File: src/rtl/return_stack_if.sv
// Connection bundle between the control unit's jal/jr decode and the return-address stack.
// The control side drives push/pop/flush/pc; the stack drives the prediction and status.
interface return_stack_if #(
  parameter int AW = 3
);
  logic        push;
  logic        pop;
  logic        flush;
  logic [31:0] pc;
  logic [31:0] ret_addr;
  logic        ret_valid;
  logic        empty;
  logic        full;
  logic        overflow;
  logic [AW:0] count;

  modport master (
    output push, pop, flush, pc,
    input  ret_addr, ret_valid, empty, full, overflow, count
  );

  modport slave (
    input  push, pop, flush, pc,
    output ret_addr, ret_valid, empty, full, overflow, count
  );
endinterface

File: src/rtl/return_stack.sv
// Return-address stack for the single-cycle MIPS core: jal pushes pc+4, jr $ra pops the
// predicted target one cycle later. Circular storage; a push when full drops the oldest entry.
module return_stack #(
  parameter int DEPTH = 8,
  parameter int AW    = 3
) (
  input  logic         clock,
  input  logic         reset_n,
  return_stack_if.slave bus
);

  localparam logic [AW:0]   DEPTH_C = (AW+1)'(DEPTH);
  localparam logic [AW-1:0] TP_ONE  = AW'(1);

  logic [31:0]   mem_r [DEPTH];
  logic [AW-1:0] tp_r;
  logic [AW:0]   count_r;
  logic [31:0]   ret_addr_r;
  logic          ret_valid_r;
  logic          overflow_r;
  logic          empty_r;
  logic          full_r;

  logic [AW-1:0] tp_n_s;
  logic [AW:0]   count_n_s;
  logic [31:0]   ret_addr_n_s;
  logic          ret_valid_n_s;
  logic          overflow_n_s;
  logic          empty_n_s;
  logic          full_n_s;
  logic          wr_en_s;
  logic [AW-1:0] wr_idx_s;
  logic [AW-1:0] top_s;
  logic          has_entry_s;
  logic [31:0]   link_s;

  assign top_s       = tp_r - TP_ONE;
  assign has_entry_s = (count_r != {(AW+1){1'b0}});
  assign link_s      = bus.pc + 32'd4;

  // Next-state decode of the stack pointer, occupancy, prediction and array write.
  always_comb begin
    tp_n_s        = tp_r;
    count_n_s     = count_r;
    overflow_n_s  = overflow_r;
    ret_addr_n_s  = ret_addr_r;
    ret_valid_n_s = 1'b0;
    wr_en_s       = 1'b0;
    wr_idx_s      = tp_r;
    if (bus.flush) begin
      tp_n_s       = {AW{1'b0}};
      count_n_s    = {(AW+1){1'b0}};
      overflow_n_s = 1'b0;
      ret_addr_n_s = 32'h0;
    end else begin
      case ({bus.push, bus.pop, has_entry_s})
        // Push alone, or push+pop on an empty stack (nothing to return).
        3'b100, 3'b101, 3'b110: begin
          wr_en_s = 1'b1;
          tp_n_s  = tp_r + TP_ONE;
          if (count_r == DEPTH_C) begin
            overflow_n_s = 1'b1;
          end else begin
            count_n_s = count_r + (AW+1)'(1);
          end
        end
        3'b011: begin
          ret_addr_n_s  = mem_r[top_s];
          ret_valid_n_s = 1'b1;
          tp_n_s        = top_s;
          count_n_s     = count_r - (AW+1)'(1);
        end
        // Return the current top and reuse its slot for the new link address.
        3'b111: begin
          ret_addr_n_s  = mem_r[top_s];
          ret_valid_n_s = 1'b1;
          wr_en_s       = 1'b1;
          wr_idx_s      = top_s;
        end
        3'b010: begin
          ret_addr_n_s = 32'h0;
        end
        default: begin
          ret_addr_n_s = ret_addr_r;
        end
      endcase
    end
    empty_n_s = (count_n_s == {(AW+1){1'b0}});
    full_n_s  = (count_n_s == DEPTH_C);
  end

  // Control and status registers.
  always_ff @(posedge clock or negedge reset_n) begin
    if (!reset_n) begin
      tp_r        <= {AW{1'b0}};
      count_r     <= {(AW+1){1'b0}};
      ret_addr_r  <= 32'h0;
      ret_valid_r <= 1'b0;
      overflow_r  <= 1'b0;
      empty_r     <= 1'b1;
      full_r      <= 1'b0;
    end else begin
      tp_r        <= tp_n_s;
      count_r     <= count_n_s;
      ret_addr_r  <= ret_addr_n_s;
      ret_valid_r <= ret_valid_n_s;
      overflow_r  <= overflow_n_s;
      empty_r     <= empty_n_s;
      full_r      <= full_n_s;
    end
  end

  // Entry storage; contents are meaningless until written, so it carries no reset.
  always_ff @(posedge clock) begin
    if (wr_en_s) begin
      mem_r[wr_idx_s] <= link_s;
    end
  end

  assign bus.ret_addr  = ret_addr_r;
  assign bus.ret_valid = ret_valid_r;
  assign bus.count     = count_r;
  assign bus.overflow  = overflow_r;
  assign bus.empty     = empty_r;
  assign bus.full      = full_r;

endmodule

File: src/flat_wrapper.sv
// flat-port wrapper written by rule: the top's interface ports become plain ports
module return_stack_flat 
#(
  parameter int DEPTH = 8,
  parameter int AW    = 3
)
  (clock, reset_n, bus_push, bus_pop, bus_flush, bus_pc, bus_ret_addr, bus_ret_valid, bus_empty, bus_full, bus_overflow, bus_count);
  return_stack_if #(.AW(AW)) bus_i ();
  input  logic clock;
  input  logic reset_n;
  input wire logic [$bits(bus_i.push)-1:0] bus_push;
  input wire logic [$bits(bus_i.pop)-1:0] bus_pop;
  input wire logic [$bits(bus_i.flush)-1:0] bus_flush;
  input wire logic [$bits(bus_i.pc)-1:0] bus_pc;
  output wire logic [$bits(bus_i.ret_addr)-1:0] bus_ret_addr;
  output wire logic [$bits(bus_i.ret_valid)-1:0] bus_ret_valid;
  output wire logic [$bits(bus_i.empty)-1:0] bus_empty;
  output wire logic [$bits(bus_i.full)-1:0] bus_full;
  output wire logic [$bits(bus_i.overflow)-1:0] bus_overflow;
  output wire logic [$bits(bus_i.count)-1:0] bus_count;
  assign bus_i.push = bus_push;
  assign bus_i.pop = bus_pop;
  assign bus_i.flush = bus_flush;
  assign bus_i.pc = bus_pc;
  assign bus_ret_addr = bus_i.ret_addr;
  assign bus_ret_valid = bus_i.ret_valid;
  assign bus_empty = bus_i.empty;
  assign bus_full = bus_i.full;
  assign bus_overflow = bus_i.overflow;
  assign bus_count = bus_i.count;
  return_stack #(.DEPTH(DEPTH), .AW(AW)) u_core (.clock(clock), .reset_n(reset_n), .bus(bus_i));
endmodule
File: config.mk
export PLATFORM = sky130hd
export DESIGN_NAME = return_stack_flat
export DESIGN_NICKNAME = d
export VERILOG_FILES = /design/src/rtl/return_stack_if.sv /design/src/rtl/return_stack.sv /design/src/flat_wrapper.sv
export SDC_FILE = /design/constraint.sdc
export NUM_CORES = 1
export LEC_CHECK = 0
export ABC_AREA = 1
export CORE_MARGIN = 2
export CORE_UTILIZATION = 64
export CTS_BUF_LIST = sky130_fd_sc_hd__clkbuf_16
export DETAILED_ROUTE_END_ITERATION = 8
export PLACE_DENSITY = 0.94
export SLEW_MARGIN = 25
export SYNTH_ARGS = -nofsm -noshare
export SYNTH_HDL_FRONTEND = slang
export SYNTH_SLANG_ARGS = --single-unit
File: constraint.sdc
create_clock -name clock -period 9.3 [get_ports clock]
set_clock_uncertainty 0.05 [all_clocks]
set_input_delay 1.395 -clock clock [delete_from_list [all_inputs] [get_ports clock]]
set_output_delay 1.395 -clock clock [all_outputs]
set_load 0.01 [all_outputs]
==> results of run 1 <==
-- per-layer routing --
| layer | vias to the layer above | global-route usage (%) | wire length, microns | share of wire, % |
|---|---|---|---|---|
| met5 | - | 0 | 0 | 0 |
| met4 | 0 | 12.1 | 983 | 3.2 |
| met1 | 4276 | 39.0 | 11100 | 36 |
| li1 | 3812 | - | - | - |
| met2 | 704 | 48.6 | 15400 | 50 |
| met3 | 97 | 5.43 | 3220 | 10 |
-- cell type report --
type	instances	area (sq um)
Fill cell	1026	4380
Inverter	39	149
Multi-Input combinational cell	617	3300
Timing Repair Buffer	89	992
Clock inverter	24	189
Clock buffer	29	726
Sequential cell	299	8770
Tap cell	260	325
-- cell families (layout without fill, tap and decap cells) --
family | count (synthesis) | count (layout) | share of synthesized area, %
DFF | 299 | 299 | 70.7
xor gates and xnor gates | 33 | 33 | 2.39
adders and majority gates | 5 | 5 | 0.505
AOI/OAI and AO/OA | 204 | 204 | 10.3
and+or+nand+nor | 375 | 375 | 13.0
buffers and inverters | 96 | 181 | 3.17
-- cell usage after synthesis --
library cell | number | area, sq um
o21ai_1 | 4 | 20.0
o211ai_1 | 1 | 7.51
xnor2_2 | 1 | 16.3
nor4_1 | 1 | 6.26
o21ai_2 | 2 | 17.5
nand2_4 | 3 | 33.8
ha_1 | 5 | 62.6
o221ai_1 | 64 | 561
clkbuf_1 | 35 | 131
xor2_1 | 22 | 193
edfxtp_1 | 256 | 7690
nor3_1 | 11 | 55.1
buf_2 | 17 | 85.1
buf_4 | 3 | 22.5
dfstp_2 | 1 | 26.3
a31oi_1 | 1 | 6.26
nand3_1 | 81 | 405
xnor2_1 | 10 | 87.6
nor2_1 | 164 | 616
nor2_8 | 1 | 20.0
nand3b_1 | 1 | 7.51
nand2_1 | 99 | 372
dfrtp_1 | 42 | 1050
buf_1 | 2 | 7.51
nor2_2 | 3 | 18.8
nand4_1 | 6 | 37.5
o21ai_0 | 128 | 641
nand2_2 | 3 | 18.8
inv_2 | 11 | 41.3
a21oi_1 | 4 | 20.0
nor3_2 | 1 | 10.0
inv_1 | 28 | 105
nand3_2 | 1 | 10.0
-- tightest hold or removal path: cells and delay by family (launching register included) --
family	cells	cell delay, ns
AND/OR/NAND/NOR	2	0.14
flip-flops	1	0.35
-- power groups by stage --
stage | sequential, uW | clock, uW | combinational [uW]
4_1_cts | 1660 | 1130 | 1130
3_3_place_gp | 1680 | 0 | 1040
6_report | 1660 | 1140 | 1180
2_1_floorplan | 1700 | 0 | 693
3_5_place_dp | 1680 | 0 | 1110
5_1_grt | 1670 | 1180 | 1270
-- state kept, by name, indices dropped and copies added, names as in the netlist --
name	cells
u_core.bus.ret_valid	1
u_core.tp_r	3
u_core.bus.overflow	1
u_core.mem_r	256
u_core.bus.empty	1
u_core.bus.ret_addr	32
u_core.bus.full	1
u_core.bus.count	4
-- through the flow --
stage	hold WS (ns)	std cells	power [uW]	setup slack (ns)
floorplan	0.469	1012	2390	5.51
global placement	0.444	1296	2720	4.19
detailed placement	0.450	1296	2790	3.82
CTS	0.472	1349	3920	3.76
global route	0.488	1357	4120	3.45
finish	0.468	1357	3970	3.63
-- path summary, 6_finish.rpt --
check                                        startpoint                 endpoint  slack (ns)  depth (start not counted)
worst max-delay path                     u_core.tp_r[0]      u_core.mem_r[0][25]        3.63                          9
worst min-delay path            u_core.bus.ret_addr[31]  u_core.bus.ret_addr[31]        0.47                          2
max in group asynchronous                       reset_n           u_core.tp_r[0]        7.97                          1
worst min register to register  u_core.bus.ret_addr[31]  u_core.bus.ret_addr[31]        0.47                          2
min in group asynchronous                       reset_n          u_core.bus.full        0.81                          1
worst max register to register           u_core.tp_r[0]      u_core.mem_r[0][25]        3.63                          9
==> results.ini, run 1 <==
[timing]
final-setup-viol-count = 0
worstMarginPinSlew_ns = 1.05
min_period_over_period_pct = 60.9
min_period_ns = 5.67
rsz0062_at_grt = false
max_slew_margin_pct = 30.3
drv_slew = 0
max_freq_mhz = 176
setup_tns_ns = 0
finalHoldViolCount = 0

[floorplan]
die_w_microns = 143
core_area_sq_mm = 0.0188
start_util_pct = 65.8
ios = 77
rows = 50
die-area_sq_mm = 0.0205
dieHeight_microns = 143

[placed_design]
portBuffers = 76
gp_congestion = 0.931
dp_hpwl_mm = 16.9
dpl-instance-area_sq_mm = 0.0133

[pwr]
p_int_uw = 2640
power.density_mw_per_mm2 = 275
p_clk_share_pct = 28.6
irDropWorstVdd_mv = 0.181
sw_frac_of_total_pct = 33.6
pwr-share-seq_pct = 41.7
p_switching_uw = 1340
comb_power_share_pct = 29.8
p_leak_uw = 0.00512

[final_layout]
utilization_pct = 76.7
syn2layout_area_growth_pct = 16.5
fin_nets = 1117
antenna_cells = 0
stdcell_area_sq_mm = 0.0144
drive_gt1_share_pct = 8.30
layout_commonest_cell = edfxtp_1
final_cell_mix = edfxtp_1, nor2_1, o21ai_0

[synthesis]
synth_nets = 1054
syn_area_per_cell_sq_um = 12.3
synth_cells = 1012
synth_seq_area_share_pct = 70.7
ys_warn_count = 0
ys_ff_latch = 299
synth_area_sq_mm = 0.0124
synth_cell_types = 33

[detailed_routing]
post_drt_wl_per_cell_microns = 22.6
drc = 0
num_vias = 8889
first_iter_violations = 1293
ant_nets = 0
routed_wl_mm = 30.7
drtPass1Iterations = 6
vias_per_cell = 6.55

[clocking]
cts_buffer_depth = 3
h-tree-depth = 1
cts_root_buf = clkbuf_16
cts_resized = 0
cts_hold_buffers = 0
cts.clk_slew.worst_paths_ns = 0.06
clock_latency_ns = 0.55
cts_tree = yes
clock_sinks = 299
postCtsSetupBuffers = 0
cts_buffers = 29

[grt]
grt_usage_pct = 29.4
grt_pass1_wl_mm = 45.8
grt_pass1_vias = 8580
grt_antenna_before_repair = 0
overflow = 0
grt_max_degree = 134

[critical_path]
crit_slowest_cell = clkinv_2
crit_top_cell = clkinv_2
crit_path_end_kind = flop
cp-start-kind = flop
slowest_delay_ns = 0.92
path_cells = buf_6, clkinv_2, ha_1, buf_4, clkinv_2, o21ai_2, nand2_1, nor2_4, buf_16
cp.required_ns = 9.50
path_max_fanout = 133
worst-path-buf-inv = 5
cp_data_arrival_time_ns = 5.86
path_class = flop to flop
cpLargestDelayFamily = buffers and inverters

[hold_path]
hold_class = flop to flop

[status]
status = complete, no violations

[job]
maxCapViolCount = 0

Power figures use the tool's default switching activity.
==> run 2: changes to the inputs <==
--- a/config.mk
+++ b/config.mk
@@ -7,10 +7,10 @@
 export LEC_CHECK = 0
 export ABC_AREA = 1
 export CORE_MARGIN = 2
-export CORE_UTILIZATION = 64
+export CORE_UTILIZATION = 53
 export CTS_BUF_LIST = sky130_fd_sc_hd__clkbuf_16
 export DETAILED_ROUTE_END_ITERATION = 8
-export PLACE_DENSITY = 0.94
+export PLACE_DENSITY = 0.84
 export SLEW_MARGIN = 25
 export SYNTH_ARGS = -nofsm -noshare
 export SYNTH_HDL_FRONTEND = slang
==> constraint.sdc (replaced) <==
create_clock -name clock -period 4.6 [get_ports clock]
set_clock_uncertainty 0.05 [all_clocks]
set_input_delay 0.69 -clock clock [delete_from_list [all_inputs] [get_ports clock]]
set_output_delay 0.69 -clock clock [all_outputs]
set_load 0.01 [all_outputs]
==> results.ini, run 2 (same netlist as run 1, synthesis figures left out) <==
[pwr]
irDropWorstVdd_mv = 0.484  ; +170%
pwr-share-seq_pct = 41.9  ; +0.2 points
power.density_mw_per_mm2 = 554  ; +100%
comb_power_share_pct = 30.4  ; +0.6 points
p_switching_uw = 2720  ; +100%
p_leak_uw = 0.00510  ; -0.27%
p_int_uw = 5270  ; +99%
sw_frac_of_total_pct = 34.0  ; +0.45 points
p_clk_share_pct = 27.8  ; -0.8 points

[detailed_routing]
post_drt_wl_per_cell_microns = 22.2  ; -2.0%
routed_wl_mm = 31.4  ; +2.1%
ant_nets = 0  ; unchanged
first_iter_violations = 1375  ; +6.3%
drc = 0  ; unchanged
num_vias = 8757  ; -1.5%
vias_per_cell = 6.20  ; -5.4%
drtPass1Iterations = 6  ; unchanged

[floorplan]
die_w_microns = 157  ; +9.6%
rows = 55  ; +10%
core_area_sq_mm = 0.0228  ; +21%
start_util_pct = 54.4  ; -11 points
ios = 77  ; unchanged
dieHeight_microns = 157  ; +9.6%
die-area_sq_mm = 0.0246  ; +20%

[final_layout]
final_cell_mix = edfxtp_1, nor2_1, o21ai_0
drive_gt1_share_pct = 8.64  ; +0.34 points
seqCellArea_sq_mm = 0.00877  ; unchanged
layout_commonest_cell = edfxtp_1
largest_register_ffs = 256  ; unchanged
largest_register = u_core.mem_r
fin_nets = 1120  ; +0.27%
multi_input_area_sq_mm = 0.00330  ; unchanged
fill_cells = 1612  ; +57%
syn2layout_area_growth_pct = 16.1
utilization_pct = 63.2  ; -14 points
antenna_cells = 0  ; unchanged
instances_no_fill = 1413  ; +4.1%

[timing]
rsz0062_at_grt = false
setup_ws_ns = 0.811  ; -2.82 ns
final-setup-viol-count = 0  ; unchanged
setup_tns_ns = 0  ; unchanged
finalHoldViolCount = 0  ; unchanged
drv_slew = 0  ; unchanged
min_period_ns = 3.79  ; -1.88 ns
max_slew_margin_pct = 30.0  ; -0.22 points
max_freq_mhz = 264  ; +50%
worstMarginPinSlew_ns = 1.05  ; +0.00337 ns
min_period_over_period_pct = 82.4  ; +21 points

[clocking]
cts.clk_slew.worst_paths_ns = 0.06  ; about the same
cts_buffers = 28  ; -3.4%
cts_hold_buffers = 0  ; unchanged
cts_buffer_depth = 3  ; unchanged
cts_tree = yes
postCtsSetupBuffers = 0  ; unchanged
clock_latency_ns = 0.55  ; about the same
clock_sinks = 299  ; unchanged
cts_root_buf = clkbuf_16
cts_resized = 0  ; unchanged
h-tree-depth = 1  ; unchanged

[critical_path]
crit_slowest_cell = nor2_4
cp.required_ns = 4.79  ; -4.71 ns
setup.worst_path.start = u_core.tp_r[0]
r2r-start = u_core.tp_r[0]
path_max_fanout = 35  ; -74%
path_cells = clkinv_2, ha_1, xnor2_2, buf_4, inv_2, o21ai_2, nand2_1, nor2_4, buf_12
r2r_slack_ns = 0.81  ; -2.82 ns
cp_data_arrival_time_ns = 3.98  ; -1.88 ns
crit_path_end_kind = flop
slowest_delay_ns = 0.50  ; -0.42 ns
cp-start-kind = flop
path_class = flop to flop
reg2reg_to = u_core.mem_r[1][17]
rr_worst_depth = 9  ; unchanged

[placed_design]
gp_congestion = 0.944  ; +1.4%
dp_hpwl_mm = 18.8  ; +11%
place_ws_ns = 0.843  ; -2.98 ns
portBuffers = 76  ; unchanged
dp_cells = 1361  ; +5.0%

[grt]
use_met2_pct = 39.6  ; -9.0 points
grt_pass1_vias = 8472  ; -1.3%
grt.met3_usage_pct = 5.59  ; +0.16 points
grt_max_degree = 132  ; -1.5%
grt_usage_pct = 25.8  ; -3.7 points
grt_use_met1_pct = 37.0  ; -2.0 points
busiest_layer = met2
grt_antenna_before_repair = 0  ; unchanged
grt_pass1_wl_mm = 47.9  ; +4.7%
overflow = 0  ; unchanged

[hold_path]
hold_class = input pin to async pin

[status]
status = complete, no violations

[job]
maxCapViolCount = 0  ; unchanged

-- run 2: changes by cell type in the layout (fill, tap and decap cells not counted) --
cell	previous run	this run
inv_2	9	10
clkinvlp_4	2	1
clkinv_2	8	10
buf_4	5	14
inv_6	1	0
buf_16	5	0
buf_2	0	1
inv_1	32	34
bufinv_16	3	2
buf_8	1	0
clkinv_1	8	5
-- run 2: routing by layer --
| metal | routed length, microns | vias up |
|---|---|---|
| met5 | 0 | - |
| met4 | 762 | 0 |
| met3 | 3760 | 70 |
| met2 | 14500 | 609 |
| met1 | 12300 | 4257 |
| li1 | - | 3821 |
-- run 2: power by group through the flow --
stage | Sequential, uW | Clock [uW] | Combinational [uW]
6_report | 3340 | 2220 | 2420
5_1_grt | 3360 | 2320 | 2630
4_1_cts | 3340 | 2230 | 2390
3_5_place_dp | 3390 | 0 | 2370
3_3_place_gp | 3390 | 0 | 2290
2_1_floorplan | 3440 | 0 | 1400
-- run 2: final cells by class --
| type | count | share of cell area [%] |
|---|---|---|
| flip-flops and latches | 299 | 60.9 |
| multi-input cells | 617 | 22.9 |
| repair buffers | 93 | 6.33 |
| clock buffers | 29 | 5.04 |
| well taps | 313 | 2.72 |
| clock inverters | 23 | 1.07 |
| inverters | 39 | 1.03 |
-- run 2: worst max-delay path by stage --
stage                          end  depth (start not counted)
2_1_floorplan   u_core.mem_r[0][0]                         10
4_1_cts        u_core.mem_r[1][17]                          9
5_1_grt        u_core.mem_r[1][23]                          9
3_5_place_dp   u_core.mem_r[1][21]                          9
3_3_place_gp   u_core.mem_r[1][21]                          9
6_report       u_core.mem_r[1][17]                          9
-- run 2: per-stage QoR --
step | cell area (sq um) | hold slack (ns) | total power [uW]
after global routing | 14400 | 0.260 | 8320
after CTS | 14400 | 0.219 | 7960
after global placement | 13500 | 0.447 | 5670
after floorplan | 12400 | 0.344 | 4840
final | 14400 | 0.200 | 7980
after detailed placement | 13500 | 0.449 | 5760
-- run 2: critical path: cells and delay by family, from the launching register on --
kind | cells | cell delay (ns)
xor gates and xnor gates | 1 | 0.13
adders and majority gates | 1 | 0.43
AOI/OAI and AO/OA | 1 | 0.31
buffers and inverters | 4 | 1.47
DFF | 1 | 0.40
and+or+nand+nor | 2 | 0.69
==> RTL change 1, RTL diff (config.mk and constraints of run 2) <==
Take the reset off `ret_addr_r` and load it in a clocked block of its own.
--- a/src/rtl/return_stack.sv
+++ b/src/rtl/return_stack.sv
@@ -95,5 +95,4 @@
       tp_r        <= {AW{1'b0}};
       count_r     <= {(AW+1){1'b0}};
-      ret_addr_r  <= 32'h0;
       ret_valid_r <= 1'b0;
       overflow_r  <= 1'b0;
@@ -103,5 +102,4 @@
       tp_r        <= tp_n_s;
       count_r     <= count_n_s;
-      ret_addr_r  <= ret_addr_n_s;
       ret_valid_r <= ret_valid_n_s;
       overflow_r  <= overflow_n_s;
@@ -109,4 +107,8 @@
       full_r      <= full_n_s;
     end
+  end
+
+  always_ff @(posedge clock) begin
+    ret_addr_r <= ret_addr_n_s;
   end
 
Check against the original RTL: differs if reset_n is asserted again (counterexample within 4 cycles, from zero or initial values and one cycle with reset_n low); with reset_n held inactive, the same outputs for 4 cycles.
==> RTL change 1 against run 2 <==
  * Wire length down 4.8%
  * Final area up 1.3%
  * Sequential cell count unchanged
  * Worst setup slack better by 0.80 ns
  * Synthesized area up 1.8%
  * Worst hold slack better by 0.21 ns
  * Total power up 3.0%
  * Critical endpoint is now u_core.mem_r[0][0]$_DFFE_PP_
==> RTL change 1: results (changes against run 2) <==
[route]
first_pass_iters=5  ; was 6
drt-initial-drc-count=1273  ; was 1375
wl_met2_um=14500  ; about the same

[logic_synthesis]
avgSynthCellArea_um2=11.2  ; was 12.3 um^2
synth_area_leaders=edfxtp_1 61%, nor2_1 7.8%, dfxtp_1 5.1%  ; was edfxtp_1 62%, dfrtp_1 8.5%, o21ai_0 5.2%
async_flop_share_pct=3.68  ; was 14.4%
synth_common_cells=263 x nor2_1, 256 x edfxtp_1, 128 x o21ai_0  ; was 256 x edfxtp_1, 164 x nor2_1, 128 x o21ai_0
synth_cell_types=36  ; was 33
synth_seq_area_share_pct=68.1  ; was 70.7%

[timing]
worst_hold_slack_ns=0.414  ; was 0.200 ns
fin_crit_ns=2.99  ; was 3.79 ns
worst_pin_slew_ns=1.07  ; was 1.05 ns

[placement]
dp_hpwl_um=17000  ; was 18800 um
placed_cell_area_um2=13700  ; was 13500 um^2
place_congestion=0.980  ; was 0.944
dp_slack_ns=1.23  ; was 0.843 ns

[layout]
non_clock_inverter_count=38  ; was 39
num-multi-input-gates=734  ; was 617
clkCellAreaFrac_pct=6.25  ; was 6.11%
drive_above_1_share_pct=8.07  ; was 8.64%
stdcell_count=1534  ; was 1413
design_area_um2=14600  ; was 14400 um^2
buffers_excl_clock=92  ; was 93
n_fill_cell=1758  ; was 1612
bufAreaShareNonClock_pct=6.26  ; was 6.33%
utilization_pct=62.3  ; was 63.2%
multi_input_area_um2=3610  ; was 3300 um^2
sh_seq_area_pct=59.0  ; was 60.9%

[global_routing]
grt_pass1_wl_um=46600  ; was 47900 um
grt_max_degree=99  ; was 132
grt_use_met1_pct=33.1  ; was 37.0%
grtUsageMet2_pct=40.0  ; was 39.6%
grtUsageMet3_pct=3.81  ; was 5.59%
track_usage_pct=24.4  ; was 25.8%

[setup_path]
cp-endpoint=u_core.mem_r[0][0]$_DFFE_PP_  ; was u_core.mem_r[1][17]$_DFFE_PP_
crit_family=simple AND/OR/NAND/NOR gates  ; was buffers and inverters

[power_and_ir_drop]
ir_drop_mv=0.407  ; was 0.484 mV
leakage_nw=5.03  ; was 5.10 nW

[status]
outcome=completed  ; unchanged

[hold_path]
min_path_type=register to register  ; was primary input to async pin

[RTL change 1: cell types whose count changed in the layout (fill, tap and decap cells not counted), sizes merged, moves of 15 or more]
cell,run 2,this run
nor2,168,272
o221ai,64,0
a21oi,4,36
dfrtp,42,10
dfxtp,0,32
o211ai,1,32
nand2,105,120
[RTL change 1: kinds of logic (layout without fill, tap and decap cells)]
kind of cell / Yosys count / count (layout) / synth area share [%]
AO/OA/AOI/OAI: 203 / 203 / 8.74
XOR/XNOR: 27 / 27 / 2.02
adder cells (fa/ha/maj): 5 / 5 / 0.495
buffers and inverters: 98 / 182 / 3.77
flip-flops: 299 / 299 / 68.1
AND/OR/NAND/NOR: 499 / 499 / 16.8
[RTL change 1: worst register-to-register path: cells and delay by family, from the launching register on]
kind | cells | cell delay, ns
fa+ha+maj | 1 | 0.26
buf+inv | 2 | 0.54
flops | 1 | 0.44
simple gates | 7 | 1.36
[RTL change 1: where the power goes]
group          internal (mW)  switching [mW]
sequential              3.22           0.112
clock                   1.31           0.951
combinational          0.899            1.73
==> RTL change 2, RTL diff (settings of run 2) <==
Without the edit above. `AW` is set to 3 in 3 places; all go to 2.
--- a/src/rtl/return_stack_if.sv
+++ b/src/rtl/return_stack_if.sv
@@ -2,5 +2,5 @@
 // The control side drives push/pop/flush/pc; the stack drives the prediction and status.
 interface return_stack_if #(
-  parameter int AW = 3
+  parameter int AW = 2
 );
   logic        push;
--- a/src/rtl/return_stack.sv
+++ b/src/rtl/return_stack.sv
@@ -3,5 +3,5 @@
 module return_stack #(
   parameter int DEPTH = 8,
-  parameter int AW    = 3
+  parameter int AW    = 2
 ) (
   input  logic         clock,
--- a/src/flat_wrapper.sv
+++ b/src/flat_wrapper.sv
@@ -3,5 +3,5 @@
 #(
   parameter int DEPTH = 8,
-  parameter int AW    = 3
+  parameter int AW    = 2
 )
   (clock, reset_n, bus_push, bus_pop, bus_flush, bus_pc, bus_ret_addr, bus_ret_valid, bus_empty, bus_full, bus_overflow, bus_count);
Interface: changed (resized bus_count); port bits go from 77 to 76. The function was not compared with the original's and may differ.
==> RTL change 2 against run 2 <==
  * First-iteration DRC count fell by 70%
  * Worst setup slack better by 0.98 ns
  * Synthesized cell count shrank 33%
  * Total power fell by 43%
  * Sequential cell count is 130 lower
  * Wire length down 49%
  * Via count decreased by 41%
  * Synthesized area down 41%
  * Sequential share of layout area fell by 5.5 points
  * Final area shrank 39%
  * Largest cell class unchanged
==> RTL change 2: results (changes against run 2) <==
[timing]
max-slew-margin-rel_pct=34.8  ; was 30.0%
worst_slack_ns=1.79  ; was 0.811 ns

[power_and_ir_drop]
pg_seq_mw=1.94  ; was 3.34 mW
clk-power_mw=1.48  ; was 2.22 mW
leakage_nw=3.30  ; was 5.10 nW
ir_drop_mv=0.281  ; was 0.484 mV

[setup_path]
cpMaxStageDelayCell=clkdlybuf4s50_1  ; was nor2_4
slowest_delay_ns=0.59  ; was 0.50 ns
crit_start=bus_pop  ; was u_core.tp_r[0]$_DFFE_PN0P_
cp_max_fo=34  ; was 35
cp-endpoint=u_core.mem_r[2][24]$_DFFE_PP_  ; was u_core.mem_r[1][17]$_DFFE_PP_
worstReg2RegStart=u_core.bus.count[0]$_DFF_PN0_  ; was u_core.tp_r[0]$_DFFE_PN0P_
arrival_ns=2.82  ; was 3.98 ns
worstRegToRegCells=12  ; was 9

[global_routing]
grtUsageMet2_pct=39.6  ; about the same
grt_max_degree=42  ; was 132
grtUsageMet3_pct=3.85  ; was 5.59%
grt_pass1_wl_um=25900  ; was 47900 um
grt_use_met1_pct=28.5  ; was 37.0%
grt_pass1_vias=5313  ; was 8472

[placement]
dp_slack_ns=1.37  ; was 0.843 ns
place_inst=915  ; was 1361
dp_hpwl_um=9940  ; was 18800 um
io_buffers=75  ; was 76
placed_cell_area_um2=8180  ; was 13500 um^2

[logic_synthesis]
synth-compound-area-share_pct=2.93  ; was 10.3%
async_flop_share_pct=24.3  ; was 14.4%
synth-edff-count=128  ; was 256
synth_seq_area_share_pct=67.1  ; was 70.7%
synth_cell_types=29  ; was 33
yosys.area_share.adder_pct=0.689  ; was 0.505%
synth_xor_area_share_pct=2.65  ; was 2.39%
avgSynthCellArea_um2=10.7  ; was 12.3 um^2
ys_ff_latch=169  ; was 299
synth_area_leaders=edfxtp_1 53%, dfrtp_1 14%, nand2_1 12%  ; was edfxtp_1 62%, dfrtp_1 8.5%, o21ai_0 5.2%
synth_common_cells=241 x nand2_1, 128 x edfxtp_1, 55 x inv_1  ; was 256 x edfxtp_1, 164 x nor2_1, 128 x o21ai_0
syn_nets=718  ; was 1054

[layout]
fin_nets=799  ; was 1120
seq_area_um2=4870  ; was 8770 um^2
design_area_um2=8800  ; was 14400 um^2
drive_above_1_share_pct=9.60  ; was 8.64%
clkCellAreaFrac_pct=6.98  ; was 6.11%
num-multi-input-gates=426  ; was 617
buffers_excl_clock=80  ; was 93
multi_input_area_um2=2060  ; was 3300 um^2

[status]
outcome=completed  ; unchanged

[clock_network]
h-tree-depth=4  ; was 1
cts-buffers-inserted=17  ; was 28
worstSkewPairLatency_ns=0.43  ; was 0.55 ns

[route]
wl_met3_um=1100  ; was 3760 um
vias=5143  ; was 8757
wl_met2_um=8070  ; was 14500 um
wirelength_met1_um=6290  ; was 12300 um

[RTL change 2: worst min-delay path by stage]
| stage | from | endpoint | slack [ns] | depth (start not counted) |
|---|---|---|---|---|
| floorplan | reset_n | u_core.bus.count[0]$_DFF_PN0_ | 0.34 | 0 |
| global placement | u_core.bus.overflow$_DFFE_PN0P_ | u_core.bus.overflow$_DFFE_PN0P_ | 0.41 | 2 |
| detailed placement | u_core.bus.overflow$_DFFE_PN0P_ | u_core.bus.overflow$_DFFE_PN0P_ | 0.42 | 2 |
| CTS | reset_n | u_core.bus.ret_addr[1]$_DFFE_PN0P_ | 0.39 | 1 |
| global route | reset_n | u_core.bus.ret_addr[13]$_DFFE_PN0P_ | 0.25 | 1 |
| finish | reset_n | u_core.bus.count[2]$_DFF_PN0_ | 0.20 | 1 |
